[config.mk]
export PLATFORM = sky130hd
export DESIGN_NAME = fixed_point_addsub_serial_flat
export DESIGN_NICKNAME = d
export VERILOG_FILES = /design/src/rtl/fixed_point_addsub_serial_pkg.sv /design/src/rtl/fixed_point_addsub_serial_if.sv /design/src/rtl/fixed_point_addsub_serial_chunk_add.sv /design/src/rtl/fixed_point_addsub_serial.sv /design/src/flat_wrapper.sv
export SDC_FILE = /design/constraint.sdc
export NUM_CORES = 1
export LEC_CHECK = 0
export BUFFER_PORTS_ARGS = -buffer_cell sky130_fd_sc_hd__buf_4
export CAP_MARGIN = 40
export CORE_ASPECT_RATIO = 0.5
export CORE_MARGIN = 2
export CORE_UTILIZATION = 50
export CTS_BUF_LIST = sky130_fd_sc_hd__clkbuf_8
export CTS_CLUSTER_DIAMETER = 200
export DETAILED_ROUTE_END_ITERATION = 8
export GPL_TIMING_DRIVEN = 0
export PLACE_DENSITY = 0.8
export SLEW_MARGIN = 20
export SYNTH_ARGS = -nofsm -noshare
export SYNTH_HDL_FRONTEND = slang
export SYNTH_SLANG_ARGS = --single-unit
[constraint.sdc]
create_clock -name clk -period 10.9 [get_ports clk]
set_clock_uncertainty 0.2 [all_clocks]
set_input_delay 1.09 -clock clk [delete_from_list [all_inputs] [get_ports clk]]
set_output_delay 1.09 -clock clk [all_outputs]
set_load 0.02 [all_outputs]
[src/rtl/fixed_point_addsub_serial_pkg.sv]
`default_nettype none
// ============================================================================
// Module      : fixed_point_pkg
// Description : FSM state encoding and saturation constants shared by the
//               serial fixed-point adder/subtractor.
// Revision    : 1.0 - initial release
// ============================================================================
package fixed_point_pkg;

    localparam logic [1:0] c_IDLE = 2'd0;
    localparam logic [1:0] c_BUSY = 2'd1;
    localparam logic [1:0] c_DONE = 2'd2;

    // Results are 64 bits wide; callers keep the low 'width' bits.
    function automatic logic [63:0] max_pos(input int width);
        return (64'd1 << (width - 1)) - 64'd1;
    endfunction

    function automatic logic [63:0] max_neg(input int width);
        return 64'd1 << (width - 1);
    endfunction

endpackage
`default_nettype wire

[src/rtl/fixed_point_addsub_serial_if.sv]
`default_nettype none
// ============================================================================
// Module      : fixed_point_addsub_serial_if
// Description : Request/result bundle of the serial adder/subtractor.
// Revision    : 1.0 - initial release
// ============================================================================
interface fixed_point_addsub_serial_if #(
    parameter int WIDTH = 16
);
    logic             start;
    logic [WIDTH-1:0] a;
    logic [WIDTH-1:0] b;
    logic             op;
    logic             sat_en;
    logic             busy;
    logic             done;
    logic [WIDTH-1:0] sum;
    logic             overflow;
    logic             ovf_sticky;

    modport master (
        output start, a, b, op, sat_en,
        input  busy, done, sum, overflow, ovf_sticky
    );

    modport slave (
        input  start, a, b, op, sat_en,
        output busy, done, sum, overflow, ovf_sticky
    );
endinterface
`default_nettype wire

[src/rtl/fixed_point_addsub_serial_chunk_add.sv]
`default_nettype none
// ============================================================================
// Module      : fixed_point_chunk_add
// Description : CHUNK-wide adder slice with carry in, carry out and the carry
//               into its top bit (for signed overflow detection).
// Revision    : 1.0 - initial release
// ============================================================================
module fixed_point_chunk_add #(
    parameter int CHUNK = 4
) (
    input  wire logic [CHUNK-1:0] i_a,
    input  wire logic [CHUNK-1:0] i_b,
    input  wire logic             i_cin,
    output logic      [CHUNK-1:0] o_sum,
    output logic                  o_cout,
    output logic                  o_cmsb
);
    logic [CHUNK:0] w_full;

    assign w_full = {1'b0, i_a} + {1'b0, i_b} + {{CHUNK{1'b0}}, i_cin};
    assign o_sum  = w_full[CHUNK-1:0];
    assign o_cout = w_full[CHUNK];
    // Top sum bit = a ^ b ^ carry-in, so the carry-in is recovered by XOR.
    assign o_cmsb = w_full[CHUNK-1] ^ i_a[CHUNK-1] ^ i_b[CHUNK-1];
endmodule
`default_nettype wire

[src/rtl/fixed_point_addsub_serial.sv]
`default_nettype none
// ============================================================================
// Module      : fixed_point_addsub_serial
// Description : Two's-complement add/subtract processed CHUNK bits per clock,
//               with optional saturation on signed overflow.
// Revision    : 1.0 - initial release
// ============================================================================
module fixed_point_addsub_serial
    import fixed_point_pkg::*;
#(
    parameter int WIDTH       = 16,
    parameter int CHUNK       = 4,
    parameter int SAT_DEFAULT = 0
) (
    input  wire logic                   clk,
    input  wire logic                   rst,
    fixed_point_addsub_serial_if.slave  bus
);
    localparam int c_NCHUNK = (CHUNK >= 1) ? (WIDTH / CHUNK) : 1;
    localparam int c_IDX_W  = (c_NCHUNK > 1) ? $clog2(c_NCHUNK) : 1;
    localparam logic [WIDTH-1:0] c_SAT_POS = WIDTH'(max_pos(WIDTH));
    localparam logic [WIDTH-1:0] c_SAT_NEG = WIDTH'(max_neg(WIDTH));

    generate
        if (CHUNK < 1) begin : g_bad_chunk
            $error("CHUNK must be at least 1");
        end else if ((WIDTH % CHUNK) != 0) begin : g_bad_width
            $error("WIDTH must be a multiple of CHUNK");
        end
    endgenerate

    logic [1:0]         r_state;
    logic [c_IDX_W-1:0] r_idx;
    logic [WIDTH-1:0]   r_a;
    logic [WIDTH-1:0]   r_b;
    logic               r_carry;
    logic               r_sat;
    logic [WIDTH-1:0]   r_part;
    logic [WIDTH-1:0]   r_sum;
    logic               r_ovf;
    logic               r_sticky;

    logic [CHUNK-1:0]   w_slice;
    logic               w_cout;
    logic               w_cmsb;
    logic               w_last;
    logic               w_ovf;
    logic [WIDTH-1:0]   w_wrap;
    logic [WIDTH-1:0]   w_final;

    fixed_point_chunk_add #(.CHUNK(CHUNK)) u_chunk_add (
        .i_a    (r_a[r_idx*CHUNK +: CHUNK]),
        .i_b    (r_b[r_idx*CHUNK +: CHUNK]),
        .i_cin  (r_carry),
        .o_sum  (w_slice),
        .o_cout (w_cout),
        .o_cmsb (w_cmsb)
    );

    assign w_last = (r_idx == c_IDX_W'(c_NCHUNK - 1));
    assign w_ovf  = w_cmsb ^ w_cout;

    // The final slice is the top one; lower slices are already in r_part.
    always_comb begin
        w_wrap                   = r_part;
        w_wrap[WIDTH-1 -: CHUNK] = w_slice;
    end

    assign w_final = (w_ovf && r_sat) ? (r_a[WIDTH-1] ? c_SAT_NEG : c_SAT_POS)
                                      : w_wrap;

    always_ff @(posedge clk) begin
        if (rst) begin
            r_state  <= c_IDLE;
            r_idx    <= '0;
            r_a      <= '0;
            r_b      <= '0;
            r_carry  <= 1'b0;
            r_sat    <= (SAT_DEFAULT != 0);
            r_part   <= '0;
            r_sum    <= '0;
            r_ovf    <= 1'b0;
            r_sticky <= 1'b0;
        end else begin
            case (r_state)
                c_IDLE, c_DONE: begin
                    if (bus.start) begin
                        r_a     <= bus.a;
                        r_b     <= bus.b ^ {WIDTH{bus.op}};
                        r_carry <= bus.op;
                        r_sat   <= bus.sat_en;
                        r_idx   <= '0;
                        r_state <= c_BUSY;
                    end else begin
                        r_state <= c_IDLE;
                    end
                end
                c_BUSY: begin
                    r_part[r_idx*CHUNK +: CHUNK] <= w_slice;
                    r_carry                      <= w_cout;
                    if (w_last) begin
                        r_sum    <= w_final;
                        r_ovf    <= w_ovf;
                        r_sticky <= r_sticky | w_ovf;
                        r_idx    <= '0;
                        r_state  <= c_DONE;
                    end else begin
                        r_idx <= r_idx + c_IDX_W'(1);
                    end
                end
                default: r_state <= c_IDLE;
            endcase
        end
    end

    assign bus.busy       = (r_state == c_BUSY);
    assign bus.done       = (r_state == c_DONE);
    assign bus.sum        = r_sum;
    assign bus.overflow   = r_ovf;
    assign bus.ovf_sticky = r_sticky;
endmodule
`default_nettype wire
[src/flat_wrapper.sv]
// flat-port wrapper written by rule: the top's interface ports become plain ports
module fixed_point_addsub_serial_flat import fixed_point_pkg::*;
#(
    parameter int WIDTH       = 16,
    parameter int CHUNK       = 4,
    parameter int SAT_DEFAULT = 0
)
  (clk, rst, bus_start, bus_a, bus_b, bus_op, bus_sat_en, bus_busy, bus_done, bus_sum, bus_overflow, bus_ovf_sticky);
  fixed_point_addsub_serial_if #(.WIDTH(WIDTH)) bus_i ();
  input  wire logic clk;
  input  wire logic rst;
  input wire logic [$bits(bus_i.start)-1:0] bus_start;
  input wire logic [$bits(bus_i.a)-1:0] bus_a;
  input wire logic [$bits(bus_i.b)-1:0] bus_b;
  input wire logic [$bits(bus_i.op)-1:0] bus_op;
  input wire logic [$bits(bus_i.sat_en)-1:0] bus_sat_en;
  output wire logic [$bits(bus_i.busy)-1:0] bus_busy;
  output wire logic [$bits(bus_i.done)-1:0] bus_done;
  output wire logic [$bits(bus_i.sum)-1:0] bus_sum;
  output wire logic [$bits(bus_i.overflow)-1:0] bus_overflow;
  output wire logic [$bits(bus_i.ovf_sticky)-1:0] bus_ovf_sticky;
  assign bus_i.start = bus_start;
  assign bus_i.a = bus_a;
  assign bus_i.b = bus_b;
  assign bus_i.op = bus_op;
  assign bus_i.sat_en = bus_sat_en;
  assign bus_busy = bus_i.busy;
  assign bus_done = bus_i.done;
  assign bus_sum = bus_i.sum;
  assign bus_overflow = bus_i.overflow;
  assign bus_ovf_sticky = bus_i.ovf_sticky;
  fixed_point_addsub_serial #(.WIDTH(WIDTH), .CHUNK(CHUNK), .SAT_DEFAULT(SAT_DEFAULT)) u_core (.clk(clk), .rst(rst), .bus(bus_i));
endmodule
# Word-level counts from Yosys, hierarchy flattened

Cells that the tools add are included.
W data, S select, Z words.

Shifts and indexed selects: 4
Bitwise logic cells: 5
Add/sub/neg operators: 4
Reductions and logical operators: 7
Equality and inequality tests: 5
Multiplexer cells: 11

Operators with widths:

| cell                      | number |
|---|---|
| $neg A4 Y34               | 1 |
| $shift A4 B34 Y16 const A | 1 |
| $shiftx A4 B34 Y16        | 1 |
| $mux W16                  | 2 |
| $shiftx A16 B5 Y4         | 2 |
| $bwmux W16                | 1 |
| $xor A16 B16 Y16          | 1 |
| $pmux W2 S2               | 2 |
| $mux W2                   | 3 |
| $reduce_and A2 Y1         | 3 |
| $add A4 B4 Y5             | 1 |
| $add A5 B1 Y5             | 1 |
| $eq A2 B2 Y1 const B      | 2 |
| $xor A1 B1 Y1             | 3 |
| $add A2 B1 Y2 const B     | 1 |
| $eq A2 B1 Y1 const B      | 1 |
| $logic_not A2 Y1          | 1 |
| $mux W1                   | 2 |
| $ne A2 B1 Y1 const B      | 1 |
| $ne A2 B2 Y1 const B      | 1 |
| $pmux W1 S2               | 1 |
| $reduce_bool A2 Y1        | 1 |
| $reduce_or A2 Y1          | 1 |
| $logic_and A1 B1 Y1       | 1 |
| $or A1 B1 Y1              | 1 |

Word-level logic and storage cells: 46
Bits of input ports: 37
Output and inout bits: 20
Flip-flop bits (word level): 72

# Depth between registers and ports, before layout

Gate-level depths: netlist (run 1).

Word-level depth: 8
Mapped depth: 12
Depth with buffers taken out: 10

# By module

From an unflattened synthesis (run 1), not the netlist that was laid out.

Cells, all modules: 343
Area, all modules: 3148.0 um^2

By module, submodules not included:

| module                    | area each (um^2) | instances | cells each | sequential area each (um^2) |
|---|---|---|---|---|
| fixed_point_addsub_serial | 2970.3           | 1         | 324        | 1361.3 |
| fixed_point_chunk_add     | 177.7            | 1         | 19         | 0.0 |

# Least setup slack after synthesis (run 1)

No wires, ideal clock.

Path type: register to register
From: register u_core.r_idx[0]
To: register u_core.r_sum[12], in the netlist u_core.bus.sum[12]
Arrival time: 3529 ps
Setup time: 80 ps
Path slack: 7091 ps
Cell stages (with the launch flop): 13
Required time: 10620 ps
Buffers on the path: 2
Period minus slack after synthesis: 3809 ps
Path through: dfxtp_1 buf_1 mux4_2 fa_1 inv_1 fa_1 inv_1 a21o_1 a21oi_1 xnor3_2 o31a_1 buf_6 a211oi_2

Word-level cells in the longest chain between the ends: 8
Elaborated cells on any way between the ends: 11
Classes of those cells: add/sub (2); eq/ne (1); shift (2); mux (1); bitwise (3); reduce/logical (2)

RTL lines:

| item                                 | line                                                             | text |
|---|---|---|
| from (decl)                          | fixed_point_addsub_serial.sv:33                                  | `logic [c_IDX_W-1:0] r_idx;` |
| from (signal assigned)               | fixed_point_addsub_serial.sv:108                                 | `r_idx <= r_idx + c_IDX_W'(1);` |
| $shiftx A16 B5 Y4 (on tied branches) | fixed_point_addsub_serial.sv:52, fixed_point_addsub_serial.sv:53 |  |
| $add A4 B4 Y5                        | fixed_point_addsub_serial_chunk_add.sv:20                        | `assign w_full = {1'b0, i_a} + {1'b0, i_b} + {{CHUNK{1'b0}}, i_cin};` |
| $add A5 B1 Y5                        | fixed_point_addsub_serial_chunk_add.sv:20                        |  |
| $xor A1 B1 Y1 (2 in a row)           | fixed_point_addsub_serial_chunk_add.sv:24                        | `assign o_cmsb = w_full[CHUNK-1] ^ i_a[CHUNK-1] ^ i_b[CHUNK-1];` |
| $xor A1 B1 Y1                        | fixed_point_addsub_serial.sv:61                                  | `assign w_ovf = w_cmsb ^ w_cout;` |
| $logic_and A1 B1 Y1                  | fixed_point_addsub_serial.sv:69                                  | `assign w_final = (w_ovf && r_sat) ? (r_a[WIDTH-1] ? c_SAT_NEG : c_SAT_POS)` |
| $mux W16                             | fixed_point_addsub_serial.sv:69                                  |  |
| to (signal assigned)                 | fixed_point_addsub_serial.sv:102                                 | `r_sum <= w_final;` |
| to (decl)                            | fixed_point_addsub_serial.sv:39                                  | `logic [WIDTH-1:0] r_sum;` |

Parallel ways exist; a longest one is shown, timed or not.
A chain may end at the register's enable or synchronous reset.

# Worst setup path in the final report (run 1)

From: register u_core.r_idx[0]
To: register u_core.r_sum[14], in the netlist u_core.bus.sum[14]

Same word-level chain as after synthesis.

==> metrics.cfg, run 1 <==
[status]
outcome=completed

[sta]
post-route-min-period_ps=4410
setup_viol=0
maxSlewHeadroom_pct=46.5
tns_ps=0
layout_setup_ws_ps=6490
max_freq_mhz=227
rsz0062_at_grt=false
min_period_over_period_pct=40.4
final-max-slew-violation-count=0
whs_ps=258
worst_pin_slew_ps=792
hold_viol=0

[critical_path]
crit_type=flop to flop
crit_path_max_fanout=10
path_cells=buf_1 > mux4_2 > fa_1 > inv_1 > fa_1 > inv_1 > a21o_1 > a21oi_1 > xnor3_2 > o31a_1 > buf_6 > a211oi_2
required_ps=10970
cpMaxStageDelayCell=mux4_2
start_kind=flop
path_buf_inv=4
cp_top_family=compound AO/OA/AOI/OAI gates
cp.arrival_ps=4480
critPathCaptureType=flop
crit_path_max_incr_delay_ps=610

[clock_tree]
clockBufferDepth=2
cts_root_buf=clkbuf_8
cts_max_level=3
cts_tree=yes
cts_setup_buffers=0
insertion_delay_ps=350
numCtsBuffers=9
cts.sinks=68
cts.clk_slew.worst_paths_ps=70
cts_hold_buf=0
cts_resized=0

[finish]
fin_util_pct=62.8
multi_input_area_um2=1620
antenna_cells=0
finalNetCount=447
fillCellCount=516
layout_common_cells=68 x dfxtp_1, 54 x buf_4, 49 x nor2_1
drive_above_1_share_pct=22.1
final_common_cell=dfxtp_1
seq_area_um2=1360
areaGrowthSynthToFinish_pct=22.0

[power_and_ir_drop]
peakVddDrop_mv=0.0689
powerDensity_nw_per_um2=147
p_leak_nw=1.49

[grt]
met3_usage_pct=7.81
grtUsageMet1_pct=28.9
grt_max_degree=11
grt.overflow.total=0
grt_pass1_vias=2664
grt_pass1_wl_um=12300
grt_usage_pct=23.6
grt_most_used_layer=met2
grt_util_met2_pct=40.2
antenna_found_initial=0

[floorplanning]
die_y_um=59.8
die-area_um2=6920
rows=20
io_pins=57
fp.dieW_um=116
start_util_pct=51.5
core-area_um2=6060

[detailed_routing]
drt_pass1_iterations=5
viasPerCell=5.50
initialDrtViolationCount=165
wl_per_cell_um=15.3
totalWireLength_um=7540
drc_errors=0
antenna_left=0
via_count=2701

[logic_synthesis]
ys_seq_area_share_pct=43.7
syn_area_per_cell_um2=9.30
yosys_warnings=0
synth_area_um2=3120
ys_types=34
syn-instance-count=335
synth.net_count=382
ys_ff_latch=68

[placement]
hpwl_um=5510
post-place-ws_ps=6520
io_buffers=54
gp_congestion=0.827

[job]
maxCapViolations=0

[min_path]
hold_class=flop to flop

[worst paths after layout]
path                    from                  to  slack, ps  depth (start not counted)
min            u_core.r_a[4]       u_core.r_a[4]        260                          2
max reg2reg  u_core.r_idx[0]  u_core.bus.sum[14]       6490                         12
min reg2reg    u_core.r_a[4]       u_core.r_a[4]        260                          2
max          u_core.r_idx[0]  u_core.bus.sum[14]       6490                         12
[registers in the layout (all words and copies together), names as in the netlist]
name / count
u_core.bus.sum: 16
u_core.r_a: 16
u_core.r_b: 16
u_core.r_part: 12
u_core.r_idx: 2
u_core.r_state: 2
u_core.bus.overflow: 1
u_core.bus.ovf_sticky: 1
u_core.r_carry: 1
u_core.r_sat: 1
[synth_stat cells]
library cell | number | share of area (%)
a221oi_1 | 1 | 0.28
nor2b_1 | 3 | 0.60
xnor3_2 | 1 | 0.76
nor3b_1 | 2 | 0.48
xnor2_1 | 18 | 5.1
nor3_1 | 3 | 0.48
a21oi_1 | 21 | 3.4
xor3_2 | 1 | 0.80
mux2i_1 | 1 | 0.32
a31oi_1 | 1 | 0.20
nand2b_1 | 2 | 0.40
nor4b_1 | 3 | 0.84
nand2_1 | 38 | 4.6
a21o_1 | 2 | 0.48
fa_1 | 2 | 1.3
a211oi_2 | 10 | 4.0
o31a_1 | 1 | 0.28
buf_2 | 2 | 0.32
buf_1 | 3 | 0.36
nand3_1 | 4 | 0.64
a211oi_1 | 19 | 4.6
o21ai_0 | 17 | 2.7
nand3b_1 | 3 | 0.72
xor3_1 | 1 | 0.76
clkinv_1 | 1 | 0.12
mux4_2 | 8 | 5.8
dfxtp_1 | 68 | 44
clkbuf_1 | 19 | 2.3
ha_1 | 8 | 3.2
and2_1 | 1 | 0.20
inv_1 | 8 | 0.96
buf_6 | 1 | 0.36
nor2_1 | 49 | 5.9
a22oi_1 | 13 | 3.1
[cells by family (layout without fill, tap and decap cells)]
kind of cell | count (synthesis) | in the layout | share of synthesized area [%]
compound gates | 85 | 85 | 19.1
xor+xnor | 21 | 21 | 7.39
fa+ha+maj | 10 | 10 | 4.50
buf+inv | 34 | 102 | 4.42
flops | 68 | 68 | 43.7
mux | 9 | 9 | 6.10
simple gates | 108 | 108 | 14.9
[power by group]
part / total [mW] / internal (mW) / switching, mW
registers: 0.267 / 0.260 / 0.00713
logic: 0.101 / 0.0432 / 0.0577
clock network: 0.192 / 0.101 / 0.0909
total: 0.559 / 0.404 / 0.156
[per-stage QoR]
step	cells	total power, mW	area, um2
6_report	491	0.559	3800
5_1_grt	491	0.580	3800
4_1_cts	491	0.559	3800
3_5_place_dp	477	0.371	3630
3_3_place_gp	477	0.366	3630
2_1_floorplan	335	0.338	3120
[per-layer routing]
metal | wire length (um) | up-vias
li1 | - | 1295
met1 | 3240 | 1306
met2 | 3660 | 88
met3 | 521 | 12
met4 | 108 | 0
met5 | 0 | -
[worst reg2reg max path, stage by stage, from the launching register on]
cell and delay [ps]:
dfxtp_1 490, buf_1 570, mux4_2 610, fa_1 400
inv_1 90, fa_1 220, inv_1 60, a21o_1 190
a21oi_1 350, xnor3_2 490, o31a_1 320, buf_6 170
a211oi_2 180
[area by class of cell]
class	count	area share, %
multi-input combinational	233	42.5
timing repair buffer	54	10.7
clock inverter	5	1.25
tap	88	2.89
buffer	25	2.73
sequential	68	35.8
inverter	9	0.888
clock buffer	9	3.26
Note: power is estimated with default switching activity, not from simulation.
==> run 2, diff against run 1 <==
--- a/config.mk
+++ b/config.mk
@@ -5,6 +5,7 @@
 export SDC_FILE = /design/constraint.sdc
 export NUM_CORES = 1
 export LEC_CHECK = 0
+export ABC_AREA = 1
 export BUFFER_PORTS_ARGS = -buffer_cell sky130_fd_sc_hd__buf_4
 export CAP_MARGIN = 40
 export CORE_ASPECT_RATIO = 0.5
@@ -14,7 +15,7 @@
 export CTS_CLUSTER_DIAMETER = 200
 export DETAILED_ROUTE_END_ITERATION = 8
 export GPL_TIMING_DRIVEN = 0
-export PLACE_DENSITY = 0.8
+export PLACE_DENSITY = 0.79
 export SLEW_MARGIN = 20
 export SYNTH_ARGS = -nofsm -noshare
 export SYNTH_HDL_FRONTEND = slang
==> constraint.sdc (replaced) <==
create_clock -name clk -period 4.15 [get_ports clk]
set_clock_uncertainty 0.2 [all_clocks]
set_input_delay 0.415 -clock clk [delete_from_list [all_inputs] [get_ports clk]]
set_output_delay 0.415 -clock clk [all_outputs]
set_load 0.02 [all_outputs]
==> run 2 against run 1 <==
Effect of this change:
- wire length fell by 1.9%
- maximum frequency up 17%
- register-to-register slack worse by 6100 ps
- synthesized cell count up 35%
- total power increased to 2.8 times the previous value
- clock power rose to 2.9 times the previous value
- critical path depth grew 10
- sequential share of layout area fell by 2.0 points
- sequential power rose to 2.7 times the previous value
- synthesized area increased by 5.8%
- final area is 5.8% higher
- critical path type unchanged
- critical endpoint is now u_core.bus.sum[9]
- highest routed layer unchanged
==> metrics.cfg, run 2 <==
[grt]
grt_pass1_wl_um=12300
grt.overflow.total=0
grt_usage_pct=22.1
grt_max_degree=13
grt_pass1_vias=2721
antenna_found_initial=0

[logic_synthesis]
synth-main-ff-cell=dfxtp_1
yosys_warnings=0
ys_types=27
ys_seq_area_share_pct=41.3
syn_area_per_cell_um2=7.28
synthAdderAreaFrac_pct=4.25
yosys.area.top_type=dfxtp_1
async_flop_share_pct=0
synth_top_family_by_area=simple AND/OR/NAND/NOR gates
synth-xor-area-share_pct=4.51
synth.area.top_cells=dfxtp_1 41%, nand2_1 13%, o21ai_0 6.4%
synth_mux_area_share_pct=0
synth_area_um2=3300
syn-instance-count=453
synthTopCellsByCount=111 x nand2_1, 68 x dfxtp_1, 50 x nor2_1, 42 x o21ai_0, 40 x inv_1
ys_ff_latch=68
synth-compound-area-share_pct=17.4
synth_top_area_share_pct=41.3
synth.net_count=500
synth_edf_count=0
synth.most_common_cell=nand2_1
yosys.area_share.simple_pct=23.9

[finish]
antenna_cells=0
layout_common_cells=111 x nand2_1, 68 x dfxtp_1, 56 x buf_4
fillCellCount=569
areaGrowthSynthToFinish_pct=22.0
drive_above_1_share_pct=17.2
fin_util_pct=64.6
final_common_cell=nand2_1
finalNetCount=566

[clock_tree]
cts_hold_buf=0
cts_resized=0
cts.clk_slew.worst_paths_ps=70
cts_root_buf=clkbuf_8
cts.sinks=68
cts_max_level=3
insertion_delay_ps=360
clockBufferDepth=2
numCtsBuffers=9
cts_tree=yes
cts_setup_buffers=0

[sta]
worst_pin_slew_ps=588
final-max-slew-violation-count=0
post-route-min-period_ps=3780
maxSlewHeadroom_pct=60.8
tns_ps=0
max_freq_mhz=264
setup_viol=0
min_period_over_period_pct=91.1
rsz0062_at_grt=false
hold_viol=0

[power_and_ir_drop]
peakVddDrop_mv=0.206
p_leak_nw=1.81
powerDensity_nw_per_um2=392

[critical_path]
cp_top_family=buffers and inverters
path_cells=buf_6 > inv_2 > buf_6 > clkbuf_1 > o21ai_0 > o22ai_1 > fa_1 > inv_1 > fa_1 > inv_1 > nand2_1 > nand3_1 > nand3_1 > nand2_1 > nand2_2 > nand3_4 > nor2_4 > nor2_4 > buf_6 > nand2_1 > nand2_1 > inv_1
timing.rr.start=u_core.r_idx[0]
crit_type=flop to flop
required_ps=4210
critPathCaptureType=flop
cp.depth=22
crit_top_cell=nand2_1
cp.arrival_ps=3840
regToRegEndpoint=u_core.bus.sum[9]
cpMaxStageDelayCell=clkbuf_1
startpoint=u_core.r_idx[0]
start_kind=flop
ff2ff_path_depth=22
crit_path_end=u_core.bus.sum[9]
crit_path_max_incr_delay_ps=470
path_buf_inv=8
ff2ff_setup_slack_ps=370
crit_path_max_fanout=12

[detailed_routing]
drc_errors=0
antenna_left=0
drt_pass1_iterations=4
viasPerCell=4.99
initialDrtViolationCount=243
via_count=3051
totalWireLength_um=7390
wl_per_cell_um=12.1

[placement]
hpwl_um=5390
io_buffers=55
gp_congestion=0.836

[floorplanning]
io_pins=57
start_util_pct=52.9
die_y_um=61.4
die-area_um2=7300
core-area_um2=6230
rows=20
fp.dieW_um=119

[job]
maxCapViolations=0

[status]
outcome=completed

[min_path]
hold_class=input port to flop
holdPathStages=3

==> run 2: through the flow <==
step | cell area (um2) | std cells | power [mW] | hold WS [ps] | worst slack, ps
2_1_floorplan | 3300 | 453 | 0.941 | 245 | 1010
6_report | 4020 | 612 | 1.58 | 111 | 369
4_1_cts | 4020 | 612 | 1.59 | 97.6 | 420
5_1_grt | 4020 | 612 | 1.66 | 118 | 65.9
3_5_place_dp | 3820 | 596 | 1.03 | 251 | 476
3_3_place_gp | 3820 | 596 | 1.03 | 239 | 509
==> run 2: cell type report <==
class / instances / area (um2) / share of cell area (%)
multi-input combinational: 319 / 1650 / 41.0
sequential: 68 / 1360 / 33.8
timing repair buffer: 55 / 413 / 10.3
inverter: 41 / 154 / 3.82
clock buffer: 11 / 151 / 3.76
buffer: 25 / 131 / 3.26
tap: 88 / 110 / 2.74
clock inverter: 5 / 51.3 / 1.27
==> run 2: worst reg2reg max path: cells and delay by family, from the launching register on <==
family | cells | cell delay (ps)
buffers and inverters | 8 | 1210
AND/OR/NAND/NOR | 10 | 890
adder cells (fa/ha/maj) | 2 | 630
AO/OA/AOI/OAI | 2 | 400
flip-flops | 1 | 340
==> run 2: cells by family after synthesis <==
kind of cell	count (synthesis)
AO/OA/AOI/OAI	103
XOR/XNOR	17
buffers and inverters	66
AND/OR/NAND/NOR	189
flip-flops	68
adder cells (fa/ha/maj)	10
==> run 2: worst min path at each step <==
| stage | startpoint | endpoint |
|---|---|---|
| after floorplan | u_core.r_part[0] | u_core.r_part[0] |
| after global placement | u_core.bus.ovf_sticky | u_core.bus.ovf_sticky |
| after detailed placement | u_core.bus.ovf_sticky | u_core.bus.ovf_sticky |
| after CTS | bus_a[6] | u_core.r_a[6] |
| after global routing | bus_a[9] | u_core.r_a[9] |
| final | bus_a[6] | u_core.r_a[6] |
==> run 2: layer usage <==
metal | routed length (um) | GRT usage, % | up-vias
li1 | - | - | 1583
met1 | 3590 | 29.3 | 1368
met2 | 3180 | 34.1 | 92
met3 | 563 | 7.87 | 8
met4 | 60 | 7.99 | 0
met5 | 0 | 0 | -
==> run 2: power by group <==
group	switching (mW)	internal, mW	leakage, nW
Clock	0.244	0.306	0.107
Sequential	0.0218	0.688	0.556
Combinational	0.195	0.122	1.15
Total	0.460	1.12	1.81
